### config.mk
export PLATFORM = sky130hd
export DESIGN_NAME = uart_tx_feeder
export DESIGN_NICKNAME = d
export VERILOG_FILES = /design/src/rtl/uart_tx_feeder_pkg.sv /design/src/rtl/uart_tx_feeder_fifo.sv /design/src/rtl/uart_tx_feeder.sv
export SDC_FILE = /design/constraint.sdc
export NUM_CORES = 1
export LEC_CHECK = 0
export CORE_ASPECT_RATIO = 0.6
export CORE_MARGIN = 2
export CORE_UTILIZATION = 54
export CTS_BUF_LIST = sky130_fd_sc_hd__clkbuf_16
export CTS_CLUSTER_DIAMETER = 200
export DETAILED_ROUTE_END_ITERATION = 10
export PLACE_DENSITY = 0.75
export REMOVE_ABC_BUFFERS = 1
export SLEW_MARGIN = 20
export SYNTH_ARGS = -nofsm -noshare
export SYNTH_HDL_FRONTEND = slang
export SYNTH_SLANG_ARGS = --single-unit
### constraint.sdc
create_clock -name clk -period 3.7 [get_ports clk]
set_input_delay 0.74 -clock clk [delete_from_list [all_inputs] [get_ports clk]]
set_output_delay 0.74 -clock clk [all_outputs]
set_load 0.1 [all_outputs]
### src/rtl/uart_tx_feeder_pkg.sv
// uart_tx_feeder_pkg
// Shared definitions for the UART transmit feeder: the default FIFO depth and
// the one-hot launch-sequencer state encoding. The optional completion
// interrupt (macro UART_TX_FEEDER_IRQ_EN) needs no extra package content.
package uart_tx_feeder_pkg;

    localparam int DEPTH_DEFAULT = 16;

    // Bit positions of each state inside the one-hot state vector.
    localparam int S_IDLE_IDX      = 0;
    localparam int S_LOAD_IDX      = 1;
    localparam int S_LAUNCH_IDX    = 2;
    localparam int S_WAIT_ACT_IDX  = 3;
    localparam int S_WAIT_DONE_IDX = 4;

    typedef enum logic [4:0] {
        S_IDLE      = 5'(1 << S_IDLE_IDX),
        S_LOAD      = 5'(1 << S_LOAD_IDX),
        S_LAUNCH    = 5'(1 << S_LAUNCH_IDX),
        S_WAIT_ACT  = 5'(1 << S_WAIT_ACT_IDX),
        S_WAIT_DONE = 5'(1 << S_WAIT_DONE_IDX)
    } state_t;

endpackage

### src/rtl/uart_tx_feeder_fifo.sv
// uart_tx_feeder_fifo
// Byte FIFO for the UART transmit feeder. Pointers are one bit wider than the
// address so full and empty can be told apart; level, full and empty are
// registered so nothing downstream sees a combinational path from wr_en.
//
// Ports:
//   clk, reset_n         clock, synchronous active-low reset
//   wr_en, wr_data       host write (dropped while full, sets overflow)
//   flush                empties the FIFO and clears overflow; beats wr_en/pop
//   pop                  advance the read pointer (ignored while empty)
//   rd_data              byte at the read pointer
//   full, empty, level   registered occupancy
//   overflow             sticky write-while-full flag
module uart_tx_feeder_fifo
    import uart_tx_feeder_pkg::*;
#(
    parameter  int DEPTH     = DEPTH_DEFAULT,
    localparam int ADDR_BITS = $clog2(DEPTH)
) (
    input  logic                 clk,
    input  logic                 reset_n,
    input  logic                 wr_en,
    input  logic [7:0]           wr_data,
    input  logic                 flush,
    input  logic                 pop,
    output logic [7:0]           rd_data,
    output logic                 full,
    output logic                 empty,
    output logic [ADDR_BITS:0]   level,
    output logic                 overflow
);

    logic [7:0]         mem [DEPTH];
    logic [ADDR_BITS:0] wr_ptr;
    logic [ADDR_BITS:0] rd_ptr;
    logic [ADDR_BITS:0] wr_ptr_nxt;
    logic [ADDR_BITS:0] rd_ptr_nxt;
    logic [ADDR_BITS:0] level_nxt;
    logic               do_wr;
    logic               do_pop;

    assign do_wr   = wr_en && !full && !flush;
    assign do_pop  = pop && !empty && !flush;
    assign rd_data = mem[rd_ptr[ADDR_BITS-1:0]];

    always_comb begin
        wr_ptr_nxt = wr_ptr + {{ADDR_BITS{1'b0}}, do_wr};
        rd_ptr_nxt = rd_ptr + {{ADDR_BITS{1'b0}}, do_pop};
        if (flush) begin
            wr_ptr_nxt = '0;
            rd_ptr_nxt = '0;
        end
        level_nxt = wr_ptr_nxt - rd_ptr_nxt;
    end

    always_ff @(posedge clk) begin
        if (!reset_n) begin
            wr_ptr   <= '0;
            rd_ptr   <= '0;
            level    <= '0;
            full     <= 1'b0;
            empty    <= 1'b1;
            overflow <= 1'b0;
        end else begin
            wr_ptr <= wr_ptr_nxt;
            rd_ptr <= rd_ptr_nxt;
            level  <= level_nxt;
            full   <= (level_nxt == (ADDR_BITS+1)'(DEPTH));
            empty  <= (level_nxt == '0);
            if (flush)
                overflow <= 1'b0;
            else if (wr_en && full)
                overflow <= 1'b1;
        end
    end

    // Storage has no reset; only slots covered by the pointers are ever read.
    always_ff @(posedge clk) begin
        if (do_wr)
            mem[wr_ptr[ADDR_BITS-1:0]] <= wr_data;
    end

endmodule

### src/rtl/uart_tx_feeder.sv
// uart_tx_feeder
// Byte FIFO plus launch sequencer in front of a UART transmitter. Bytes are
// launched one at a time, each only once the transmitter reports idle, so the
// host can queue a burst and walk away.
//
// Optional build macro UART_TX_FEEDER_IRQ_EN adds tx_done_irq, a one-cycle
// pulse when the last queued byte has finished on the line (not after a
// flush-induced drain).
//
// Ports:
//   clk, reset_n          clock, synchronous active-low reset
//   wr_en, wr_data        host byte write
//   flush                 discard queued bytes (single-cycle strobe)
//   full, empty, level    FIFO occupancy
//   overflow              sticky write-while-full flag
//   busy                  sequencer active or bytes pending
//   tx_active             transmitter shifting a frame
//   start_TX              one-cycle launch pulse to the transmitter
//   SBUF_out              byte presented to the transmitter
//   tx_done_irq           (UART_TX_FEEDER_IRQ_EN only) queue drained on the line
//
// state       | meaning
// S_IDLE      | waiting for a byte and an idle transmitter
// S_LOAD      | pop head byte into SBUF_out
// S_LAUNCH    | start_TX high for this cycle
// S_WAIT_ACT  | waiting for the transmitter to raise tx_active
// S_WAIT_DONE | waiting for the frame on the line to finish
module uart_tx_feeder
    import uart_tx_feeder_pkg::*;
#(
    parameter  int DEPTH     = DEPTH_DEFAULT,
    localparam int ADDR_BITS = $clog2(DEPTH)
) (
    input  logic                 clk,
    input  logic                 reset_n,
    input  logic                 wr_en,
    input  logic [7:0]           wr_data,
    input  logic                 flush,
    output logic                 full,
    output logic                 empty,
    output logic [ADDR_BITS:0]   level,
    output logic                 overflow,
    output logic                 busy,
    input  logic                 tx_active,
    output logic                 start_TX,
    output logic [7:0]           SBUF_out
`ifdef UART_TX_FEEDER_IRQ_EN
    ,
    output logic                 tx_done_irq
`endif
);

    state_t     state;
    state_t     state_nxt;
    logic [7:0] rd_data;
    logic       pop;
    logic       have_data;

    assign pop = (state == S_LOAD);

    uart_tx_feeder_fifo #(.DEPTH(DEPTH)) u_fifo (
        .clk      (clk),
        .reset_n  (reset_n),
        .wr_en    (wr_en),
        .wr_data  (wr_data),
        .flush    (flush),
        .pop      (pop),
        .rd_data  (rd_data),
        .full     (full),
        .empty    (empty),
        .level    (level),
        .overflow (overflow)
    );

    // A byte being written this cycle into an empty FIFO counts as available:
    // it lands in memory at this edge, so S_LOAD can read it next cycle and
    // the first launch comes two cycles after the write.
    assign have_data = !empty || (wr_en && !full);

    always_comb begin
        state_nxt = state;
        case (state)
            S_IDLE:      if (have_data && !tx_active) state_nxt = S_LOAD;
            S_LOAD:      state_nxt = S_LAUNCH;
            S_LAUNCH:    state_nxt = S_WAIT_ACT;
            S_WAIT_ACT:  if (tx_active) state_nxt = S_WAIT_DONE;
            S_WAIT_DONE: if (!tx_active) state_nxt = S_IDLE;
            default:     state_nxt = S_IDLE;
        endcase
        // A frame already on the line is allowed to finish before restarting.
        if (flush)
            state_nxt = tx_active ? S_WAIT_DONE : S_IDLE;
    end

    always_ff @(posedge clk) begin
        if (!reset_n)
            state <= S_IDLE;
        else
            state <= state_nxt;
    end

    always_ff @(posedge clk) begin
        if (!reset_n)
            SBUF_out <= 8'h00;
        else if (state == S_LOAD && !flush)
            SBUF_out <= rd_data;
    end

    assign start_TX = state[S_LAUNCH_IDX] && !flush;
    assign busy     = !state[S_IDLE_IDX] || !empty;

`ifdef UART_TX_FEEDER_IRQ_EN
    // Remembers that the current drain was caused by a flush so its end is
    // not reported as a completed transfer; a fresh launch clears it.
    logic flushed;

    always_ff @(posedge clk) begin
        if (!reset_n) begin
            flushed     <= 1'b0;
            tx_done_irq <= 1'b0;
        end else begin
            tx_done_irq <= (state == S_WAIT_DONE) && !tx_active && !flush
                           && empty && !flushed;
            if (flush)
                flushed <= 1'b1;
            else if (state == S_LOAD)
                flushed <= 1'b0;
        end
    end
`endif

endmodule

### After elaboration in Yosys (flattened, before gate mapping)

Memory sizes are Yosys's and may differ from the RTL's. A register that Yosys moved wholly into a read port is not among the register bits.
Cells that the tools add are included.

* register bits after elaboration: 23
* bits in writable memories: 128
* bits of input ports: 13
* memories kept: 1

Memory list
* u_fifo.mem: words 16, bits a word 8, rd ports 1, clocked after Yosys merged registers in 1, write ports 1, line uart_tx_feeder_fifo.sv:33 `logic [7:0] mem [DEPTH];`

* add/sub/neg operators: 3
* eq/ne operators: 9
* mux-type cells: 10
* bitwise operators: 1
* reduce and logical (&&, ||, !) cells: 19

Operators by type and width (number)
* $mux W5: 7
* $pmux W5 S5: 1
* $add A5 B1 Y5: 2
* $eq A5 B5 Y1 const B: 2
* $ne A3 B3 Y1 const B: 3
* $logic_and A1 B1 Y1: 8
* $logic_not A1 Y1: 6
* $eq A5 B1 Y1 const B: 1
* $eq A5 B2 Y1 const B: 1
* $eq A5 B3 Y1 const B: 1
* $eq A5 B4 Y1 const B: 1
* $logic_not A5 Y1: 1
* $sub A5 B5 Y5: 1
* $reduce_and A3 Y1: 1
* $logic_or A1 B1 Y1: 2
* $mux W1: 2
* $reduce_or A2 Y1: 1
* $not A1 Y1: 1

### Longest topological paths before layout

* depth after elaboration: 7
* gate-level depth with buffers: 15

### By module

A second synthesis with hierarchy kept.

* cell total of the unflattened synthesis: 410
* area, all modules: 6525.0 µm²

Modules (own cells, without submodules)
* uart_tx_feeder_fifo: times used 1, cells each 349, area each 5899.4 µm², sequential area each 4204.0 µm²
* uart_tx_feeder: times used 1, cells each 61, area each 625.6 µm², sequential area each 260.2 µm²

### Worst setup path before layout

Ideal clock, no wire load.

* path type: in2reg
* start: in flush
* end: reg u_fifo.empty
* library setup time: 0.133 ns
* data arrival time: 3.520 ns
* required time: 3.567 ns
* slack: 0.047 ns
* stages on the path: 15
* buffers on the path: 2
* cell sequence: buf_2 > or3_4 > nor4b_4 > buf_6 > and2b_1 > ha_1 > ha_1 > nand2b_1 > inv_1 > fa_1 > nor2b_1 > o21a_1 > nor2_1 > nor3_1 > o41ai_2

* longest elaborated chain between the ends: 6
* elaborated cells between the ends (all ways): 9

Ends and longest elaborated chain
* start: declaration: line uart_tx_feeder.sv:38 `input logic flush,`
* $logic_not A1 Y1: line uart_tx_feeder_fifo.sv:43 `assign do_pop = pop && !empty && !flush;`
* $logic_and A1 B1 Y1: line uart_tx_feeder_fifo.sv:43
* $add A5 B1 Y5: line uart_tx_feeder_fifo.sv:48 `rd_ptr_nxt = rd_ptr + {{ADDR_BITS{1'b0}}, do_pop};`
* $mux W5 *: line uart_tx_feeder_fifo.sv:49 `if (flush) begin`
* via u_fifo.rd_ptr_nxt[1]: line uart_tx_feeder_fifo.sv:37 `logic [ADDR_BITS:0] rd_ptr_nxt;`
* $sub A5 B5 Y5 *: line uart_tx_feeder_fifo.sv:53 `level_nxt = wr_ptr_nxt - rd_ptr_nxt;`
* $logic_not A5 Y1 *: line uart_tx_feeder_fifo.sv:69 `empty <= (level_nxt == '0);`
* end signal: assignment: line uart_tx_feeder_fifo.sv:69
* end: declaration: line uart_tx_feeder_fifo.sv:28 `output logic empty,`

Mark *: on every way through the listed nets, which the timed path passes. The rest lies on a longest branch.
A chain may end at the register's enable or synchronous reset.

### Worst setup path in the final report

* start: in flush
* end: reg u_fifo.empty

* longest elaborated chain between the ends: 6
* elaborated cells between the ends (all ways): 9

Ends and longest elaborated chain (line)
* $logic_not A1 Y1: uart_tx_feeder_fifo.sv:42, uart_tx_feeder_fifo.sv:43
* $logic_and A1 B1 Y1 (on tied branches): uart_tx_feeder_fifo.sv:42, uart_tx_feeder_fifo.sv:43
* $add A5 B1 Y5 (on tied branches): uart_tx_feeder_fifo.sv:47, uart_tx_feeder_fifo.sv:48
* $mux W5: uart_tx_feeder_fifo.sv:49
* $sub A5 B5 Y5 *: uart_tx_feeder_fifo.sv:53
* $logic_not A5 Y1 *: uart_tx_feeder_fifo.sv:69

Mark *: on every way between the ends. The rest lies on a longest branch, timed or not.

==> results.cfg <==
[pwr]
p_per_area_mw_per_mm2 = 492
power.leakage_nw = 2.61
ir_drop_v = 0.000429

[sta]
max_slew.worst_pin.slew_ns = 1.00
final-max-slew-violation-count = 0
finalHoldViolations = 0
fmax_ghz = 0.284
rsz0062_at_grt = no
layout_min_cycle_time_ns = 3.52
fin_worst_skew_ns = 0.0106
period_share_pct = 95.2
setup_viol = 0
max_slew_margin_pct = 32.8

[placed_design]
place.gp.congestion = 0.856
dpl-instance-area_mm2 = 0.00704
port_buffers = 30
dpl.hpwl_mm = 8.36

[clocking]
cts_tree = yes
htree_levels = 4
clkSinkCount = 159
clk_pin_slew_ns = 0.06
clock_path_buffers = 2
holdBufCountCts = 0
cts_root_buffer = clkbuf_16
post_cts_buffers = 0
cts_resized = 0
insertion_delay_ns = 0.42
numCtsBuffers = 17

[critical_path]
rr_worst_depth = 13
startpoint = flush
worstPathMaxFanout = 4
reg2reg_to = u_fifo.empty
crit_path_end_kind = register
critPathKind = in2reg
worstReg2RegStart = state[4]
critPathRequiredTime_ns = 4.02
start_kind = input pin
r2r_setup_slack_ns = 0.47
arrival_ns = 3.84
crit_end = u_fifo.empty

[status]
outcome = completed

[global_routing]
grt_pass1_vias = 3472
antenna_found_initial = 0
grt_max_degree = 33
grt_usage_pct = 21.9
grt-ovfl-total = 0
grt_pass1_wl_mm = 20.0

[yosys]
syn-mean-instance-area_um2 = 16.9
synthTopCellsByArea = edfxtp_1 (60%), dfxtp_1 (9.6%), mux4_2 (6.3%), mux4_1 (5.7%), nor2_1 (2.3%)
synth_cells = 381
synth_edf_count = 128
synth_top_area_share_pct = 59.6
ys_seq_area_share_pct = 69.3
synthTopCellsByCount = edfxtp_1 (128), nor2_1 (39), dfxtp_1 (31)
synth-seq-cells = 159
synthArstFlopShare_pct = 0
syn_area_mm2 = 0.00644
synth_cell_types = 39
yosys_warnings = 0
synthFlopType = edfxtp_1
yosysMostFrequentCell = edfxtp_1
yosysTopAreaCell = edfxtp_1

[final_layout]
fin_util_pct = 66.6
n_antenna_cell = 0
fillers = 770
finish.instance_area_mm2 = 0.00762
drive_gt1_share_pct = 20.4
area_growth_pct = 18.2
seqCellArea_mm2 = 0.00447
nets = 461
multi_input_area_mm2 = 0.00186

[floorplanning]
dieArea_mm2 = 0.0129
design.core.area_mm2 = 0.0114
placementRows = 30
initial_core_util_pct = 56.3
fp.dieW_um = 145
die_h_um = 88.6
num_io_pins = 31

[routing]
ant_nets = 0
route.detailed.drc = 0
wl_mm = 13.0
num_vias = 3489
routed_via_density = 5.70
routedWlPerCell_um = 21.2
drt_iter0_drc = 285
drtPass1Iterations = 5

[hold_path]
hold_class = reg2reg
hp-start = u_fifo.overflow
whs_path_depth = 2

[flow_run]
drv_cap = 0
-- flip-flops by register name, indices dropped and copies added, names as in the netlist --
| name | count |
|---|---|
| u_fifo.level | 5 |
| u_fifo.empty | 1 |
| u_fifo.wr_ptr | 5 |
| u_fifo.mem | 128 |
| SBUF_out | 8 |
| u_fifo.overflow | 1 |
| u_fifo.rd_ptr | 5 |
| u_fifo.full | 1 |
| state | 5 |
-- power by group --
group | leakage [nW] | internal [mW] | total [mW] | switching (mW)
clock | 0.290 | 0.976 | 1.69 | 0.719
sequential | 1.40 | 1.94 | 1.94 | 0.00661
combinational | 0.914 | 0.0377 | 0.112 | 0.0743
total | 2.61 | 2.95 | 3.75 | 0.800
-- cell families after synthesis --
family                     after synthesis  synth area share, %
and+or+nand+nor                         89                 7.03
xor gates and xnor gates                11                 1.49
DFF                                    159                 69.3
adders and majority gates                9                 1.86
AOI/OAI and AO/OA                       42                 3.81
buffers and inverters                   23                 1.90
muxes                                   48                 14.6
-- how the worst min path moves through the flow --
stage               slack (ns)          endpoint
global placement          0.45   u_fifo.overflow
floorplan                 0.50  u_fifo.rd_ptr[4]
finish                    0.48   u_fifo.overflow
global route              0.50   u_fifo.overflow
detailed placement        0.47   u_fifo.overflow
CTS                       0.49   u_fifo.overflow
-- area by class of cell --
class	instances	area share, %
sequential	159	58.6
inverter	5	0.246
tap	160	2.63
clock buffer	18	5.91
multi-input combinational	199	24.4
timing repair buffer	57	6.57
clock inverter	14	1.66
-- routing by layer --
layer  GRT usage (%)  up-vias  part of all wire [%]
met4            7.29        0                   1.4
met1            31.8     1752                    48
met2            32.9      117                    44
li1                -     1600                     -
met5               0        -                     0
met3            5.88       20                   6.1
-- worst max-delay path: stages --
cell and delay [ns]:
clkdlybuf4s50_1 0.43, or3_4 0.36, nor4b_4 0.30, and2b_1 0.17
ha_1 0.18, ha_1 0.19, xor2_1 0.16, nand2b_1 0.11
ha_1 0.35, nor2b_1 0.15, o21a_1 0.16, nor2_1 0.13
nor3_1 0.11, o41ai_2 0.31
-- per-stage QoR --
stage / instances / TNS [ns] / worst slack, ns / hold WS (ns) / power [mW]
after floorplan: 363 / 0 / 0.125 / 0.502 / 2.04
after global placement: 580 / -0.107 / -0.0509 / 0.450 / 2.09
after detailed placement: 580 / -0.495 / -0.212 / 0.471 / 2.10
after CTS: 612 / 0 / 0.194 / 0.486 / 3.78
after global routing: 612 / 0 / 0.0286 / 0.499 / 3.86
final: 612 / 0 / 0.177 / 0.480 / 3.75
-- cells in the final DEF, fill, tap and decap left out, types with 10 or more instances in the layout --
cell	synthesis	final
nand2b_1	10	10
clkbuf_16	0	18
nor2_1	39	39
mux4_2	18	18
dfxtp_1	31	30
buf_4	1	28
a21oi_1	21	21
mux4_1	14	14
edfxtp_1	128	128
o21ai_0	13	13
clkdlybuf4s50_1	0	29
Note: power is estimated with default switching activity, not from simulation.
==> edit 1 (same settings) <==
Build with the macro `UART_TX_FEEDER_IRQ_EN` defined.
--- a/src/rtl/uart_tx_feeder.sv
+++ b/src/rtl/uart_tx_feeder.sv
@@ -26,4 +26,6 @@
 // S_WAIT_ACT  | waiting for the transmitter to raise tx_active
 // S_WAIT_DONE | waiting for the frame on the line to finish
+`define UART_TX_FEEDER_IRQ_EN
+
 module uart_tx_feeder
     import uart_tx_feeder_pkg::*;
Function (old outputs only; new: tx_done_irq): kept (equiv_simple and equiv_induct, registers matched by name and starting in step).
==> edit 1 against the unedited design <==
Via count rose by 4.1%. Utilization rose by 0.46 points. Sequential cell count rose by 2. Wire length rose by 1.2%. Sequential share of layout area rose by 0.31 points. Design area rose by 0.36%. Highest routed layer unchanged. Total power rose by 5.2%. Sequential power rose by 2%. Clock power rose by 8%. Synthesized area fell by 1.1%. Setup slack improved by 0.12 ns. Fmax rose by 3.5%.
==> edit 1: results (changes against the unedited design) <==
| Result | Value | vs unedited |
|---|---|---|
| Via Count | 3632 | +4.1% |
| Number of global-route vias before repair | 3557 | +2.4% |
| Net total in the final layout | 458 | -0.65% |
| Non-Clock Inverter Count | 4 | -1 |
| Most area-consuming cells after synthesis | sky130_fd_sc_hd__edfxtp_1, sky130_fd_sc_hd__mux4_2, sky130_fd_sc_hd__dfxtp_1 |  |
| Setup clock skew after layout | 0.00546 ns | -0.00512 ns |
| Most common library cells after synthesis | sky130_fd_sc_hd__edfxtp_1, sky130_fd_sc_hd__dfxtp_1, sky130_fd_sc_hd__mux4_2, sky130_fd_sc_hd__nor2_1, sky130_fd_sc_hd__a22oi_1 |  |
| Data arrival time at the worst-slack endpoint | 3.72 ns | -0.12 ns |
| Proportion of cell area occupied by multi-input gates | 0.231 | -0.0125 |
| Worst slew margin relative to its limit | 0.349 | +0.0206 |
| Repair and plain buffers | 59 | +3.5% |
| Router iterations before antenna repair | 6 | +1 |
| Via count normalized by instance count | 5.96 | +4.6% |
| Synth top area share | 0.603 | +0.00656 |
| Die width | 144 um | -0.53% |
| Number of distinct library cells after synthesis | 44 | +13% |
| Signal buf overhead | 0.0677 | +0.00205 |
| Wirelength per Cell | 21.5 um | +1.7% |
| Global router's overall resource usage | 0.227 | +0.00764 |
| Hold Worst Slack | 0.484 ns | +0.00405 ns |
| PD cells | 516 nW/um2 | +4.8% |
| Sequential fraction of the synthesis area | 0.707 | +0.0139 |
| Maximum resistive drop on vdd | 0.373 mV | -13% |
| Cell area reported after detailed placement | 7010 um2 | -0.50% |
| Starting DRC count in detailed routing | 301 | +5.6% |
| Worst reg-to-reg setup slack | 0.66 ns | +0.19 ns |
| Result of the run | completed |  |
| Hpwl dp | 8440 um | +0.99% |
-- edit 1: cell types whose count changed after synthesis, sizes merged, moves of 3 or more --
cell,before,now
a22oi,0,16
a21oi,21,6
o21ai,13,2
nor2,39,30
a22o,0,8
mux2,8,0
mux2i,8,0
clkbuf,6,13
nand2,7,13
buf,12,7
nand2b,10,7
nand3b,0,3
nor2b,3,6
nor4,1,4
-- edit 1: logic make-up after synthesis --
logic type               after synthesis  share of synthesized area
flip-flops                           161                      0.707
adder cells (fa/ha/maj)                9                     0.0188
AND/OR/NAND/NOR                       94                     0.0754
buffers and inverters                 24                     0.0159
XOR/XNOR                              12                     0.0165
AO/OA/AOI/OAI                         46                     0.0538
multiplexers                          32                      0.113
-- edit 1: layer usage --
metal	part of all wire	routed length, um	global-route usage
met5	0	0	0
met4	0.0072	95	0.0565
met3	0.11	1430	0.0820
met2	0.43	5640	0.319
met1	0.45	5950	0.342
-- edit 1: where the power goes --
part           internal, mW  switching (mW)
clock network          1.13           0.689
logic                0.0538          0.0965
registers              1.96          0.0139
==> edit 2 (same flow settings) <==
Made on the original files. Register the output `level`, cleared by the reset; this adds one clock of latency there. The other outputs are not delayed to match. Comments in the files are not updated.
--- a/src/rtl/uart_tx_feeder.sv
+++ b/src/rtl/uart_tx_feeder.sv
@@ -51,4 +51,6 @@
 );
 
+    logic [ADDR_BITS:0] level_d;
+
     state_t     state;
     state_t     state_nxt;
@@ -69,5 +71,5 @@
         .full     (full),
         .empty    (empty),
-        .level    (level),
+        .level    (level_d),
         .overflow (overflow)
     );
@@ -130,4 +132,12 @@
 `endif
 
+    always_ff @(posedge clk) begin
+        if (!reset_n) begin
+            level <= '0;
+        end else begin
+            level <= level_d;
+        end
+    end
+
 endmodule
 
Formal check against the unedited RTL: not equivalent (Yosys sat finds a counterexample within 4 cycles, from zero or initial values and one cycle with reset_n low).
==> edit 2 against the unedited design <==
Design area grew 0.85%. Total power grew 9.6%. Wire length grew 2.1%. Die area grew 0.67%. Largest power group unchanged. Setup slack gained 0.35 ns. Highest routed layer unchanged. Critical endpoint unchanged. Synthesized area grew 0.70%. Sequential cell count grew 5. Combinational power grew 19%.
==> edit 2: results (changes against the unedited design) <==
| Result | Value | vs unedited |
|---|---|---|
| Result of the run | completed |  |
| Worst reg-to-reg setup slack | 0.71 ns | +0.24 ns |
| Net total in the final layout | 450 | -2.4% |
| Yosys warns | 0 | unchanged |
| Leakage power | 2.61 nW | about the same |
| Capture point of the worst reg-to-reg path | u_fifo.empty |  |
| Last weighted congestion value of the routability-driven placer | 0.780 | -8.9% |
| Maximum number of pins on one net before global-route repair | 35 | +6.1% |
| Largest buffer count on any clock path | 2 | unchanged |
| Number of distinct library cells after synthesis | 43 | +10% |
| Crit path max fanout | 6 | +2 |
| Starting DRC count in detailed routing | 295 | +3.5% |
| Share of cells above drive strength 1 | 0.172 | -0.0312 |
| Via Count | 3601 | +3.2% |
| Wirelength per Cell | 22.0 um | +4.0% |
| Maximum resistive drop on vdd | 0.308 mV | -28% |
| Net Sw Power | 0.812 mW | +1.5% |
| Worst hold endpoint | level[1] |  |
| Data arrival time at the worst-slack endpoint | 3.51 ns | -0.33 ns |
| Setup clock skew after layout | 0.00691 ns | -0.00368 ns |
| Most area-consuming cells after synthesis | sky130_fd_sc_hd__edfxtp_1, sky130_fd_sc_hd__dfxtp_1, sky130_fd_sc_hd__mux4_2 |  |
| Max stage delay on crit path | 0.53 ns | +0.10 ns |
| Wire length of the first global-routing pass | 20400 um | +1.9% |
| Most common library cells after synthesis | sky130_fd_sc_hd__edfxtp_1, sky130_fd_sc_hd__dfxtp_1, sky130_fd_sc_hd__nor2_1, sky130_fd_sc_hd__mux4_2, sky130_fd_sc_hd__a22oi_1 |  |
| Fraction of synthesis flops using an asynchronous set or reset pin | 0 | unchanged |
| Global router's overall resource usage | 0.222 | +0.00263 |
| Final sum of negative setup slack | 0 ns | unchanged |
| Reg-to-reg startpoint | state[2] |  |
| HP Start | u_fifo.level[1] |  |
| Worst slew margin relative to its limit | 0.340 | +0.0117 |
| Hpwl dp | 8660 um | +3.6% |
| Number of cells on the worst hold path | 1 | -1 |
| Hold Worst Slack | 0.436 ns | -0.0439 ns |
| Post-place setup slack | 0.123 ns | +0.335 ns |
| Sequential fraction of the synthesis area | 0.703 | +0.0106 |
-- edit 2: cell type report --
cell class                 instances  area [um2]
tap                              160         200
sequential                       164        4570
fill                             788        3840
inverter                           3        11.3
clock buffer                      17         425
clock inverter                    15         236
multi-input combinational        190        1780
timing repair buffer              52         463
-- edit 2: worst max path at each step --
stage	slack, ns	end	start	cells after the start
3_3_place_gp	0.25	u_fifo.empty	flush	13
4_1_cts	0.55	u_fifo.empty	flush	13
3_5_place_dp	0.12	u_fifo.empty	flush	13
5_1_grt	0.36	u_fifo.empty	flush	13
2_1_floorplan	0.42	u_fifo.empty	u_fifo.rd_ptr[0]	10
6_report	0.53	u_fifo.empty	flush	13
-- edit 2: power groups by stage --
stage	Combinational [mW]	Clock, mW	Sequential (mW)
detailed placement	0.133	0	2.05
CTS	0.133	2.00	2.01
global route	0.143	2.06	2.01
finish	0.133	1.97	2.01
global placement	0.128	0	2.04
floorplan	0.0556	0	2.06
-- edit 2: per-layer routing --
layer	vias up	track usage	share of wire
met2	130	0.329	0.44
met3	12	0.0638	0.071
met1	1870	0.329	0.48
met4	0	0.0588	0.0075
met5	-	0	0
li1	1589	-	-
-- edit 2: logic make-up after synthesis --
| family | share of synthesized area |
|---|---|
| AO/OA/AOI/OAI | 0.0457 |
| XOR/XNOR | 0.0135 |
| adder cells (fa/ha/maj) | 0.0185 |
| multiplexers | 0.118 |
| flip-flops | 0.703 |
| buffers and inverters | 0.0220 |
| AND/OR/NAND/NOR | 0.0790 |
-- edit 2: metrics by stage --
step	instance area, um2	total power, mW	cells	utilization
3_3_place_gp	7020	2.17	569	0.609
6_report	7680	4.11	601	0.667
2_1_floorplan	6360	2.11	357	-
5_1_grt	7680	4.21	601	0.667
4_1_cts	7680	4.14	601	0.667
3_5_place_dp	7020	2.18	569	0.609
-- edit 2: worst register-to-register path, delay by kind of cell (launching register included) --
family	cells	cell delay (ns)
DFF	1	0.36
AOI/OAI and AO/OA	3	0.44
and+or+nand+nor	6	1.21
adders and majority gates	3	0.73
xor gates and xnor gates	1	0.16
